===== src/rtl/k12a_spi_arbiter.sv =====
// ---------------------------------------------------------------------------
// k12a_spi_arbiter
//   Shares the single k12a SPI byte engine between NUM_REQ byte requesters.
//   Owns one active-low chip select per requester, sequences CS setup,
//   engine load/begin and completion, keeps CS low across multi-byte bursts
//   and grants round-robin between bursts.
//
// Optional feature macro: K12A_SPI_ARB_TIMEOUT_EN
//   When defined, a watchdog aborts a byte that stays busy for TIMEOUT XFER
//   cycles (ack with rx_data = 8'hFF) and the timeout_err port is present.
//
// Ports:
//   clock        system clock, rising edge
//   reset_n      synchronous reset, active-low
//   req          per-requester byte request, held until ack
//   req_last     requested byte is the last of the burst
//   req_tx_data  byte to send, slice i belongs to requester i
//   ack          one-cycle pulse per requester, rx_data valid
//   rx_data      received byte, held until the next ack
//   grant        one-hot engine owner, zero when idle
//   spi_cs_n     chip selects, active-low
//   eng_tx_data  byte to engine data register (zero outside LOAD)
//   eng_tx_load  engine data-register store strobe
//   eng_begin    engine transfer start strobe
//   eng_busy     engine not idle
//   eng_rx_data  engine data register contents
//   arb_busy     arbiter not idle
//   timeout_err  (optional) set on watchdog expiry, cleared by next good ack
// ---------------------------------------------------------------------------
module k12a_spi_arbiter #(
    parameter int unsigned NUM_REQ  = 2,
    parameter int unsigned CS_SETUP = 1,
    parameter int unsigned TIMEOUT  = 255
) (
    input  logic                 clock,
    input  logic                 reset_n,
    input  logic [NUM_REQ-1:0]   req,
    input  logic [NUM_REQ-1:0]   req_last,
    input  logic [8*NUM_REQ-1:0] req_tx_data,
    output logic [NUM_REQ-1:0]   ack,
    output logic [7:0]           rx_data,
    output logic [NUM_REQ-1:0]   grant,
    output logic [NUM_REQ-1:0]   spi_cs_n,
    output logic [7:0]           eng_tx_data,
    output logic                 eng_tx_load,
    output logic                 eng_begin,
    input  logic                 eng_busy,
    input  logic [7:0]           eng_rx_data,
    output logic                 arb_busy
`ifdef K12A_SPI_ARB_TIMEOUT_EN
    ,
    output logic                 timeout_err
`endif
);

    localparam int unsigned IW = $clog2(NUM_REQ);

    if (NUM_REQ < 2 || NUM_REQ > 4) begin : g_bad_num_req
        $error("k12a_spi_arbiter: NUM_REQ must be 2..4");
    end
    if (CS_SETUP < 1 || CS_SETUP > 15) begin : g_bad_cs_setup
        $error("k12a_spi_arbiter: CS_SETUP must be 1..15");
    end
    if (TIMEOUT < 1 || TIMEOUT > 255) begin : g_bad_timeout
        $error("k12a_spi_arbiter: TIMEOUT must be 1..255");
    end

    typedef enum logic [2:0] {
        S_IDLE,
        S_SETUP,
        S_LOAD,
        S_XFER,
        S_HOLD,
        S_RELEASE
    } state_t;

    state_t               r_state;
    state_t               w_next;
    logic [NUM_REQ-1:0]   r_grant;
    logic [NUM_REQ-1:0]   r_cs_n;
    logic [IW-1:0]        r_wi;      // index of current owner
    logic [IW-1:0]        r_ptr;     // last winner, search starts after it
    logic [3:0]           r_cnt;
    logic                 r_last;
    logic                 r_first;   // first XFER cycle, engine busy not yet valid
    logic [NUM_REQ-1:0]   r_ack;
    logic [7:0]           r_rx;

    logic                 w_found;
    logic [IW-1:0]        w_win;
    logic [NUM_REQ-1:0]   w_win_oh;
    logic [NUM_REQ-1:0]   w_wi_oh;
    logic [7:0]           w_tx;
    logic                 w_done;
    logic                 w_tmo;

`ifdef K12A_SPI_ARB_TIMEOUT_EN
    logic [7:0]           r_wd;
    logic                 r_terr;

    assign w_tmo       = (r_state == S_XFER) && eng_busy && (r_wd == 8'(TIMEOUT - 1));
    assign timeout_err = r_terr;
`else
    assign w_tmo       = 1'b0;
`endif

    // Round-robin search: first requesting index after the last winner.
    always_comb begin
        w_found = 1'b0;
        w_win   = '0;
        for (int unsigned i = 1; i <= NUM_REQ; i++) begin
            if (!w_found && req[IW'((32'(r_ptr) + i) % NUM_REQ)]) begin
                w_found = 1'b1;
                w_win   = IW'((32'(r_ptr) + i) % NUM_REQ);
            end
        end
    end

    always_comb begin
        w_tx = '0;
        for (int unsigned i = 0; i < NUM_REQ; i++) begin
            if (r_wi == IW'(i)) w_tx = req_tx_data[8*i +: 8];
        end
    end

    assign w_win_oh = NUM_REQ'(1) << w_win;
    assign w_wi_oh  = NUM_REQ'(1) << r_wi;
    assign w_done   = (r_state == S_XFER) && !r_first && !eng_busy;

    always_ff @(posedge clock) begin
        if (!reset_n) r_state <= S_IDLE;
        else          r_state <= w_next;
    end

    always_comb begin
        w_next      = r_state;
        eng_tx_load = 1'b0;
        eng_begin   = 1'b0;
        eng_tx_data = '0;
        case (r_state)
            S_IDLE:    if (w_found && !eng_busy) w_next = S_SETUP;
            S_SETUP:   if (r_cnt == '0) w_next = S_LOAD;
            S_LOAD: begin
                eng_tx_load = 1'b1;
                eng_begin   = 1'b1;
                eng_tx_data = w_tx;
                w_next      = S_XFER;
            end
            S_XFER: begin
                if (w_done)     w_next = r_last ? S_RELEASE : S_HOLD;
                else if (w_tmo) w_next = S_RELEASE;
            end
            // HOLD is entered together with the ack pulse; the requester's
            // decision is only taken in the cycle after that pulse.
            S_HOLD:    if (r_ack == '0) w_next = req[r_wi] ? S_LOAD : S_RELEASE;
            S_RELEASE: w_next = S_IDLE;
            default:   w_next = S_IDLE;
        endcase
    end

    always_ff @(posedge clock) begin
        if (!reset_n) begin
            r_grant <= '0;
            r_cs_n  <= '1;
            r_wi    <= '0;
            r_ptr   <= IW'(NUM_REQ - 1);
            r_cnt   <= '0;
            r_last  <= 1'b0;
            r_first <= 1'b0;
            r_ack   <= '0;
            r_rx    <= '0;
        end else begin
            r_ack   <= '0;
            r_first <= (r_state == S_LOAD);
            case (r_state)
                S_IDLE: begin
                    if (w_next == S_SETUP) begin
                        r_grant <= w_win_oh;
                        r_cs_n  <= ~w_win_oh;
                        r_wi    <= w_win;
                        r_cnt   <= 4'(CS_SETUP);
                    end
                end
                S_SETUP:   if (r_cnt != '0) r_cnt <= r_cnt - 4'd1;
                S_LOAD:    r_last <= req_last[r_wi];
                S_XFER: begin
                    if (w_done) begin
                        r_ack <= w_wi_oh;
                        r_rx  <= eng_rx_data;
                    end else if (w_tmo) begin
                        r_ack <= w_wi_oh;
                        r_rx  <= 8'hFF;
                    end
                end
                S_RELEASE: begin
                    r_grant <= '0;
                    r_cs_n  <= '1;
                    r_ptr   <= r_wi;
                end
                default: ;
            endcase
        end
    end

`ifdef K12A_SPI_ARB_TIMEOUT_EN
    always_ff @(posedge clock) begin
        if (!reset_n) begin
            r_wd   <= '0;
            r_terr <= 1'b0;
        end else begin
            if (r_state == S_LOAD)      r_wd <= '0;
            else if (r_state == S_XFER) r_wd <= r_wd + 8'd1;
            if (w_tmo)       r_terr <= 1'b1;
            else if (w_done) r_terr <= 1'b0;
        end
    end
`endif

    assign ack      = r_ack;
    assign rx_data  = r_rx;
    assign grant    = r_grant;
    assign spi_cs_n = r_cs_n;
    assign arb_busy = (r_state != S_IDLE);

endmodule


===== config.mk =====
export PLATFORM = sky130hd
export DESIGN_NAME = k12a_spi_arbiter
export DESIGN_NICKNAME = d
export VERILOG_FILES = /design/src/rtl/k12a_spi_arbiter.sv
export SDC_FILE = /design/constraint.sdc
export NUM_CORES = 1
export LEC_CHECK = 0
export ABC_AREA = 1
export CAP_MARGIN = 30
export CORE_AREA = 3 3 64 66
export CTS_CLUSTER_DIAMETER = 200
export CTS_CLUSTER_SIZE = 24
export DETAILED_ROUTE_END_ITERATION = 7
export DIE_AREA = 0 0 67 69
export PLACE_DENSITY = 0.73
export RECOVER_POWER = 100
export SLEW_MARGIN = 20
export SYNTH_ARGS = -nofsm -noshare
export SYNTH_HDL_FRONTEND = slang
export SYNTH_SLANG_ARGS = --single-unit

===== constraint.sdc =====
create_clock -name clock -period 1.05 [get_ports clock]
set_input_delay 0.21 -clock clock [delete_from_list [all_inputs] [get_ports clock]]
set_output_delay 0.21 -clock clock [all_outputs]
set_load 0.1 [all_outputs]

==> results of run 1 <==
## worst paths after layout
check | from | endpoint | slack, ps | depth (start not counted)
worst max-delay path | r_state[0] | eng_tx_data[3] | -510 | 5
worst min-delay path | req_last[0] | r_last | 490 | 3
worst max register to register | r_state[2] | r_cnt[0] | -330 | 9
worst min register to register | rx_data[7] | rx_data[7] | 510 | 2
## through the flow
stage / total power, mW / cells / hold slack, ps
after floorplan: 3.02 / 185 / 338
after global placement: 4.10 / 309 / 470
after detailed placement: 4.14 / 309 / 485
after CTS: 4.97 / 319 / 501
after global routing: 5.74 / 331 / 521
final: 5.47 / 331 / 490
## worst register-to-register path: cells and delay by family (launching register included)
family	cells	cell delay, ps
DFF	1	370
and+or+nand+nor	5	480
buffers and inverters	4	440
## sequential cells by signal (all words and copies together), names as in the netlist
name and cells:
spi_cs_n 2, r_last 1, r_first 1, rx_data 8
ack 2, grant 2, r_cnt 4, r_wi 1
r_ptr 1, r_state 3
## report_power, final
| group | switching, mW | total (mW) | internal, mW |
|---|---|---|---|
| registers | 0.126 | 1.22 | 1.09 |
| logic | 2.10 | 3.64 | 1.54 |
| clock network | 0.342 | 0.613 | 0.271 |
| total | 2.57 | 5.47 | 2.90 |
## layout by cell type, fill, tap and decap left out, types with 7 or more instances in the layout
cell type	count
nand2_1	38
dfxtp_2	12
o21ai_2	9
buf_6	11
a21oi_4	8
buf_4	28
nor2_1	29
dfxtp_4	7
clkdlybuf4s50_1	30
nand2_4	9
buf_12	26
## per-layer routing
| metal | GRT usage | vias to the layer above |
|---|---|---|
| li1 | - | 778 |
| met1 | 0.217 | 747 |
| met2 | 0.368 | 88 |
| met3 | 0.0521 | 23 |
| met4 | 0.108 | 0 |
| met5 | 0 | - |
## cells in the mapped netlist
cell type	number
nand2_1	45
nor2_1	33
dfxtp_1	25
a21oi_1	12
inv_1	10
nand3_1	8
inv_2	7
o21ai_2	7
nor2_2	6
a21oi_2	3
nand2_2	3
nand2_4	3
o21ai_1	3
buf_4	2
buf_6	2
ha_1	2
nor3_2	2
o211ai_1	2
o21ai_0	2
a31oi_1	1
buf_1	1
clkbuf_1	1
nand2_8	1
nand3_2	1
nor2_4	1
nor2_8	1
xor2_1	1
## final cells by class
cell class	count	area, sq um
multi-input cells	138	993
clock inverters	1	7.51
inverters	17	95.1
fillers	196	671
well taps	48	60.1
flip-flops and latches	25	542
repair buffers	99	1220
clock buffers	3	41.3
## cells by family after synthesis
kind of cell	share of synthesized area
AO/OA/AOI/OAI	0.145
XOR/XNOR	0.00653
adder cells (fa/ha/maj)	0.0187
buffers and inverters	0.0812
flip-flops	0.373
AND/OR/NAND/NOR	0.376
## what timing repair did
action | in CTS | in global routing
resized for setup | 36 | 37
cloned | 1 | 1
buffers inserted | 5 | 11
pin swaps | 8 | 13
setup endpoints to repair | 35 | 46
hold buffers | 0 | 0
==> run metrics, run 1 <==
Final WS setup -509 ps; Mapped Area 0.00134 sq mm; GRT Resource Usage Total 0.207; clk slew on worst S/H paths 90 ps; Final ANT Viol Nets 0; Avg WL per Cell between 15 and 20 um; critical path cell sequence inv_4, nand3_4, clkbuf_16, a21oi_4, buf_12; H-Tree Depth 1; PwrDens 1850 mW/mm^2; Yosys top cell area share 0.373; Seq cells post-synth 25; total grt overflow 0; Worst-Margin Slew 262 ps; dominant cells by area after synthesis dfxtp_1 37%, nand2_1 13%, nor2_1 9.2%, o21ai_2 4.6%, a21oi_1 4.5%; Worst EP arrival between 1000 and 1500 ps; area leader, netlist dfxtp_1; Starting Density 0.369; crit path max-delay cell type dfxtp_4; Area after DPL roughly 0.0025 sq mm; Via Count 1636; drt first pass iters 4; Max rail drop VDD 0.00129 V; crit path launch type register; min-delay worst type in -> reg; drt total wl 5120 um; DRT met1 WL ~1700 um; top-level I/O count 56; Top Metal Used met4; final critical-path share of the clock period 1.48; CP bufs+invs 3; CP delay by family, top buffers and inverters; clock tree buffer depth 2; Seq/Total Area, Yosys 0.373; CTS buffer count 3; DR iter-0 viols 113; setup violators final 36; Die Height 69 um; fmax ~0.64 GHz; Port Buffers 55; core area 0.00363 sq mm; CP Data Required Time about 840 ps; routed wl met2 2780 um; final clock skew between 1.5 and 2 ps; vias in the first global route 1627; P&R area growth vs syn 121%; RSZ-0062 raised after global routing true; largest net degree at the start of global routing 16; Hold Fails Final Rpt 0; sum of negative setup slack -11560 ps; Slew Viols, Final 0; routability cong. 0.790; first-pass GRT wire length 7400 um; yosys warns 0; nets@finish 317; Post-Synthesis Cells 185; Setup Crit Path Kind reg -> out; CTS root buf clkbuf_8; post-route cell area 0.00296 sq mm; Critical Path Fanout Max 4; Max Cap Viol 0; Slew HR 0.825; final core occ 0.815; final worst path period need 1560 ps; initial antenna violation count 0; diodes inserted 0; failing checks setup timing; clock sink count 25; die area ~0.0046 sq mm; layout cell share with drive strength beyond 1 0.569; Mapped Nets ~220; Worst-Skew Late Latency 280 ps; wire length on met3 ~380 um; status finished with violations; mean cell area of the mapped netlist 7.25 sq um; Post-Place Setup Slack -440 ps; dpl hpwl 2960 um; Vias/cell just under 5; CTS tree done; Leak Pwr roughly 1.2 nW; Rows 22; DRC errors left 0; Worst path max stage delay 370 ps; Die X about 67 um; crit path capture type primary output; Netlist cell types 27
(Power assumes the default switching activity.)
==> run 2, diff against run 1 <==
--- a/config.mk
+++ b/config.mk
@@ -7,13 +7,14 @@
 export LEC_CHECK = 0
 export ABC_AREA = 1
 export CAP_MARGIN = 30
-export CORE_AREA = 3 3 64 66
+export CORE_AREA = 2 2 63 65
 export CTS_CLUSTER_DIAMETER = 200
 export CTS_CLUSTER_SIZE = 24
 export DETAILED_ROUTE_END_ITERATION = 7
-export DIE_AREA = 0 0 67 69
+export DIE_AREA = 0 0 65 67
 export PLACE_DENSITY = 0.73
 export RECOVER_POWER = 100
+export SKIP_CTS_REPAIR_TIMING = 1
 export SLEW_MARGIN = 20
 export SYNTH_ARGS = -nofsm -noshare
 export SYNTH_HDL_FRONTEND = slang
==> run metrics, run 2 (same netlist as run 1, synthesis figures left out) <==
status finished with violations; failing checks setup timing; Post-Layout Cell Count 323 (-2.4%); fmax 0.672 GHz (+4.8%); final clock skew 4.95 ps (+3.06 ps); Hold WS 506 ps (+16.5 ps); CTS tree done; crit path launch type register; sum of negative setup slack -7610 ps (+3940 ps); Gate power share 0.641 (-0.024); PwrDens 1830 mW/mm^2 (-0.98%); Top Metal Used met4; die area 0.00436 sq mm (-5.8%); Hold Fails Final Rpt 0 (unchanged); max FFs per register 8 (unchanged); diodes inserted 0 (unchanged); first-pass GRT wire length 6300 um (-15%); drt first pass iters 4 (unchanged); Max rail drop VDD 0.00110 V (-14%); worst hold start spi_cs_n[0]; Slew HR 0.850 (+0.0252); Setup Crit Path Kind reg -> out; most common cell after layout, fill and taps aside nand2_1; clk slew on worst S/H paths 90 ps (about the same); RR Endpoint r_cnt[1]; Psw 2.31 mW (-10%); Die X 65 um (-3.0%); routability cong. 0.838 (+6.1%); largest net degree at the start of global routing 16 (unchanged); final critical-path share of the clock period 1.42 (-0.0674); Max Cap Viol 0 (unchanged); Switching Share 0.460 (-0.0100); nets@finish 309 (-2.5%); crit path capture type primary output; drt total wl 3940 um (-23%); Leak Pwr 1.15 nW (-6.5%); final core occ 0.762 (-0.0531); Final WS setup -438 ps (+70.7 ps); routed wl met2 2090 um (-25%); Rows 22 (unchanged); commonest cells after routing, fill and taps aside 41 x nand2_1, 30 x nor2_1, 30 x clkdlybuf4s50_1; total grt overflow 0 (unchanged); Die Height 67 um (-2.9%); RSZ-0062 raised after global routing true; flop2flop setup slack -270 ps (+60 ps); P&R area growth vs syn 105%; final worst path period need 1490 ps (-70.7 ps); clock network power share 0.118 (+0.006); vias in the first global route 1485 (-8.7%); Slew Viols, Final 0 (unchanged); Worst EP arrival 1280 ps (-70 ps); setup violators final 32 (-11%); clock sink count 25 (unchanged); top-level I/O count 56 (unchanged); Reg2Reg Launch Point r_state[0]; CTS root buf clkbuf_8; layout cell share with drive strength beyond 1 0.516 (-0.0525); Internal 2.71 mW (-6.4%); wire length on met3 257 um (-33%); Hold Path Depth 2 (-1); Worst-Skew Late Latency 270 ps (about the same); DRC errors left 0 (unchanged); Port Buffers 55 (unchanged); dpl hpwl 2860 um (-3.5%); Reg2Reg Depth 10 (+1); Critical Path Fanout Max 9 (+5); DR iter-0 viols 48 (-58%); DRT met1 WL 1540 um (-11%); Avg WL per Cell 12.2 um (-21%); dpl cells 312 (+0.97%); Sequential Power Share 0.241 (+0.018); core area 0.00361 sq mm (-0.76%); CP Data Required Time 840 ps (about the same); GRT Resource Usage Total 0.183 (-0.0243); clock tree buffer depth 2 (unchanged); Hold Crit Endpoint spi_cs_n[0]; Via Count 1494 (-8.7%); Vias/cell 4.63 (-6.4%); CTS buffer count 3 (unchanged); Starting Density 0.372 (+0.00282); min-delay worst type reg -> reg; Worst-Margin Slew 224 ps (-37.8 ps); initial antenna violation count 0 (unchanged); Final ANT Viol Nets 0 (unchanged); H-Tree Depth 1 (unchanged)
run 2: changes by cell type in the layout (fill, tap and decap cells not counted), sizes merged:
cell	previous run	this run
clkbuf	5	3
nand2	53	52
buf	67	62
run 2: per-stage QoR:
| stage | total power, mW | instance area, sq um | worst slack (ps) |
|---|---|---|---|
| 2_1_floorplan | 3.02 | 1480 | -497 |
| 3_5_place_dp | 4.15 | 2540 | -476 |
| 5_1_grt | 5.28 | 2750 | -487 |
| 4_1_cts | 4.74 | 2590 | -559 |
| 6_report | 5.03 | 2750 | -438 |
| 3_3_place_gp | 4.12 | 2540 | -409 |
run 2: power by group through the flow:
stage	registers (mW)	clock network (mW)	logic [mW]
after global placement	1.21	0	2.91
after global routing	1.23	0.644	3.40
after CTS	1.19	0.591	2.96
after detailed placement	1.21	0	2.94
final	1.21	0.591	3.22
after floorplan	1.47	0	1.54
run 2: cell type report:
| class | count | area (sq um) |
|---|---|---|
| clock buffer | 3 | 41.3 |
| inverter | 17 | 87.6 |
| multi-input combinational | 137 | 886 |
| sequential | 25 | 537 |
| tap | 48 | 60.1 |
| clock inverter | 1 | 7.51 |
| fill | 229 | 857 |
| timing repair buffer | 92 | 1130 |
run 2: layer usage:
layer	track usage	up-vias
li1	-	763
met1	0.213	682
met5	0	-
met3	0.0490	4
met2	0.339	45
met4	0.0319	0
run 2: worst max-delay path by stage:
| stage | depth (start not counted) | slack, ps | from | endpoint |
|---|---|---|---|---|
| global route | 5 | -490 | r_state[0] | eng_tx_data[3] |
| finish | 5 | -440 | r_state[0] | eng_tx_data[1] |
| CTS | 4 | -560 | r_wi | eng_tx_data[4] |
| global placement | 8 | -410 | eng_busy | r_cnt[0] |
| floorplan | 4 | -500 | r_state[2] | eng_tx_data[0] |
| detailed placement | 8 | -480 | eng_busy | r_cnt[1] |
run 2: worst max-delay path: stages (launching register included):
cell and delay [ps]:
dfxtp_4 370, inv_4 70, nand3_4 80, buf_12 160, a21oi_4 140, buf_12 190
==> run 3, diff against run 2 <==
--- a/config.mk
+++ b/config.mk
@@ -12,9 +12,10 @@
 export CTS_CLUSTER_SIZE = 24
 export DETAILED_ROUTE_END_ITERATION = 7
 export DIE_AREA = 0 0 65 67
-export PLACE_DENSITY = 0.73
+export PLACE_DENSITY = 0.84
 export RECOVER_POWER = 100
 export SKIP_CTS_REPAIR_TIMING = 1
+export SKIP_LAST_GASP = 1
 export SLEW_MARGIN = 20
 export SYNTH_ARGS = -nofsm -noshare
 export SYNTH_HDL_FRONTEND = slang
==> run metrics, run 3 (same netlist as run 1, synthesis figures left out) <==
Max rail drop VDD 0.00142 V (+29%); Rows 22 (unchanged); PwrDens 1860 mW/mm^2 (+1.6%); DR iter-0 viols 66 (+38%); Avg WL per Cell 15.8 um (+30%); drt total wl 4980 um (+27%); flop2flop setup slack -290 ps (-20 ps); setup violators final 34 (+6.3%); Area after DPL 0.00250 sq mm (-1.8%); fmax 0.657 GHz (-2.2%); clock tree buffer depth 2 (unchanged); Hold Fails Final Rpt 0 (unchanged); Worst-Skew Late Latency 270 ps (about the same); CP bufs+invs 2 (-1); Worst path max stage delay 400 ps (+30 ps); Hold WS 477 ps (-29.4 ps); status finished with violations; Final WS setup -472 ps (-33.9 ps); CTS tree done; overall power 5.26 mW (+4.6%); initial antenna violation count 0 (unchanged); Post-Layout Cell Count 315 (-2.5%); nets@finish 301 (-2.6%); worst hold start req[0]; GRT Resource Usage Total 0.191 (+0.00787); min-delay worst type in -> reg; CP delay by family, top flip-flops; Reg2Reg Depth 7 (-3); clock sink count 25 (unchanged); crit path capture type primary output; RSZ-0062 raised after global routing true; commonest cells after routing, fill and taps aside 33 x nand2_1, 29 x nor2_1, 28 x clkdlybuf4s50_1; drt first pass iters 4 (unchanged); Setup Crit Path Kind reg -> out; routability cong. 0.800 (-4.6%); final worst path period need 1520 ps (+33.9 ps); Slew HR 0.772 (-0.0778); Post-Place Setup Slack -421 ps (+54.5 ps); Die Height 67 um (unchanged); RR Endpoint rx_data[3]; Die X 65 um (unchanged); Starting Density 0.372 (unchanged); crit path launch type register; final critical-path share of the clock period 1.45 (+0.0323); Critical Path Fanout Max 12 (+3); Final ANT Viol Nets 0 (unchanged); Slew Viols, Final 0 (unchanged); final clock skew 4.76 ps (-0.187 ps); CP Data Required Time 840 ps (about the same); failing checks setup timing; Hold Path Depth 5 (+3); vias in the first global route 1498 (+0.88%); post-route cell area 0.00283 sq mm (+3.0%); CTS buffer count 3 (unchanged); die area 0.00436 sq mm (unchanged); crit path max-delay cell type dfxtp_4; largest net degree at the start of global routing 15 (-1); critical path cell sequence buf_6, nand2_1, a21oi_4, buf_12; Vias/cell 5.01 (+8.2%); diodes inserted 0 (unchanged); top-level I/O count 56 (unchanged); H-Tree Depth 1 (unchanged); dpl cells 306 (-1.9%); layout cell share with drive strength beyond 1 0.566 (+0.0492); DRC errors left 0 (unchanged); core area 0.00361 sq mm (unchanged); Worst EP arrival 1310 ps (+30 ps); Via Count 1577 (+5.6%); Port Buffers 55 (unchanged); P&R area growth vs syn 111%; most common cell after layout, fill and taps aside nand2_1; Reg2Reg Launch Point r_state[1]; clk slew on worst S/H paths 90 ps (about the same); CTS root buf clkbuf_8; total grt overflow 0 (unchanged); Leak Pwr 1.16 nW (+0.84%); crit path from r_wi; dpl hpwl 3080 um (+7.9%); Max Cap Viol 0 (unchanged); first-pass GRT wire length 6580 um (+4.4%); Hold Crit Endpoint r_wi; max FFs per register 8 (unchanged); Worst-Margin Slew 341 ps (+117 ps)
==> run 3: cell types whose count changed in the layout (fill, tap and decap cells not counted), sizes merged <==
| cell | delta |
|---|---|
| dlymetal6s2s | +2 |
| nand2 | +1 |
| clkdlybuf4s50 | -2 |
| clkinv | +1 |
| clkinvlp | -1 |
| clkbuf | +1 |
| buf | -10 |
==> run 3: worst max path at each step <==
| stage | to | slack [ps] | cells past startpoint |
|---|---|---|---|
| 6_report | eng_tx_data[0] | -470 | 4 |
| 5_1_grt | eng_tx_data[3] | -510 | 4 |
| 3_3_place_gp | r_cnt[0] | -400 | 8 |
| 2_1_floorplan | eng_tx_data[0] | -500 | 4 |
| 4_1_cts | eng_tx_data[3] | -540 | 4 |
| 3_5_place_dp | r_cnt[1] | -420 | 8 |
==> run 3: metal layers <==
| layer | wire (um) | share of wire | global-route usage | vias up |
|---|---|---|---|---|
| met4 | 142 | 0.029 | 0.00798 | 0 |
| met1 | 1930 | 0.39 | 0.240 | 750 |
| met3 | 251 | 0.050 | 0.0355 | 16 |
| met2 | 2660 | 0.53 | 0.354 | 61 |
| li1 | - | - | - | 750 |
| met5 | 0 | 0 | 0 | - |
==> run 3: worst reg2reg max path, stage by stage, from the launching register on <==
cell and delay [ps]:
dfxtp_4 400, buf_4 130, nand2_1 90, nor2_4 190, nand2_4 130, inv_6 110, nor2_1 50, nor2_1 160
==> run 3: power by group <==
| group | leakage [nW] | internal, mW | switching, mW |
|---|---|---|---|
| logic | 0.917 | 1.38 | 2.06 |
| clock network | 0.0255 | 0.265 | 0.312 |
| registers | 0.213 | 1.10 | 0.150 |
| total | 1.16 | 2.74 | 2.52 |
==> run 3: layout make-up <==
type                       count  area (sq um)
sequential                    25           541
clock inverter                 1          5.00
tap                           48          60.1
timing repair buffer          83          1070
multi-input combinational    138          1010
inverter                      17           100
clock buffer                   3          41.3
fill                         181           774
==> run 3: metrics by stage <==
stage          setup TNS (ps)  utilization
6_report                -9010        0.785
5_1_grt                -10520        0.785
2_1_floorplan           -5220            -
4_1_cts                 -8740        0.705
3_3_place_gp           -10590        0.692
3_5_place_dp           -10950        0.692
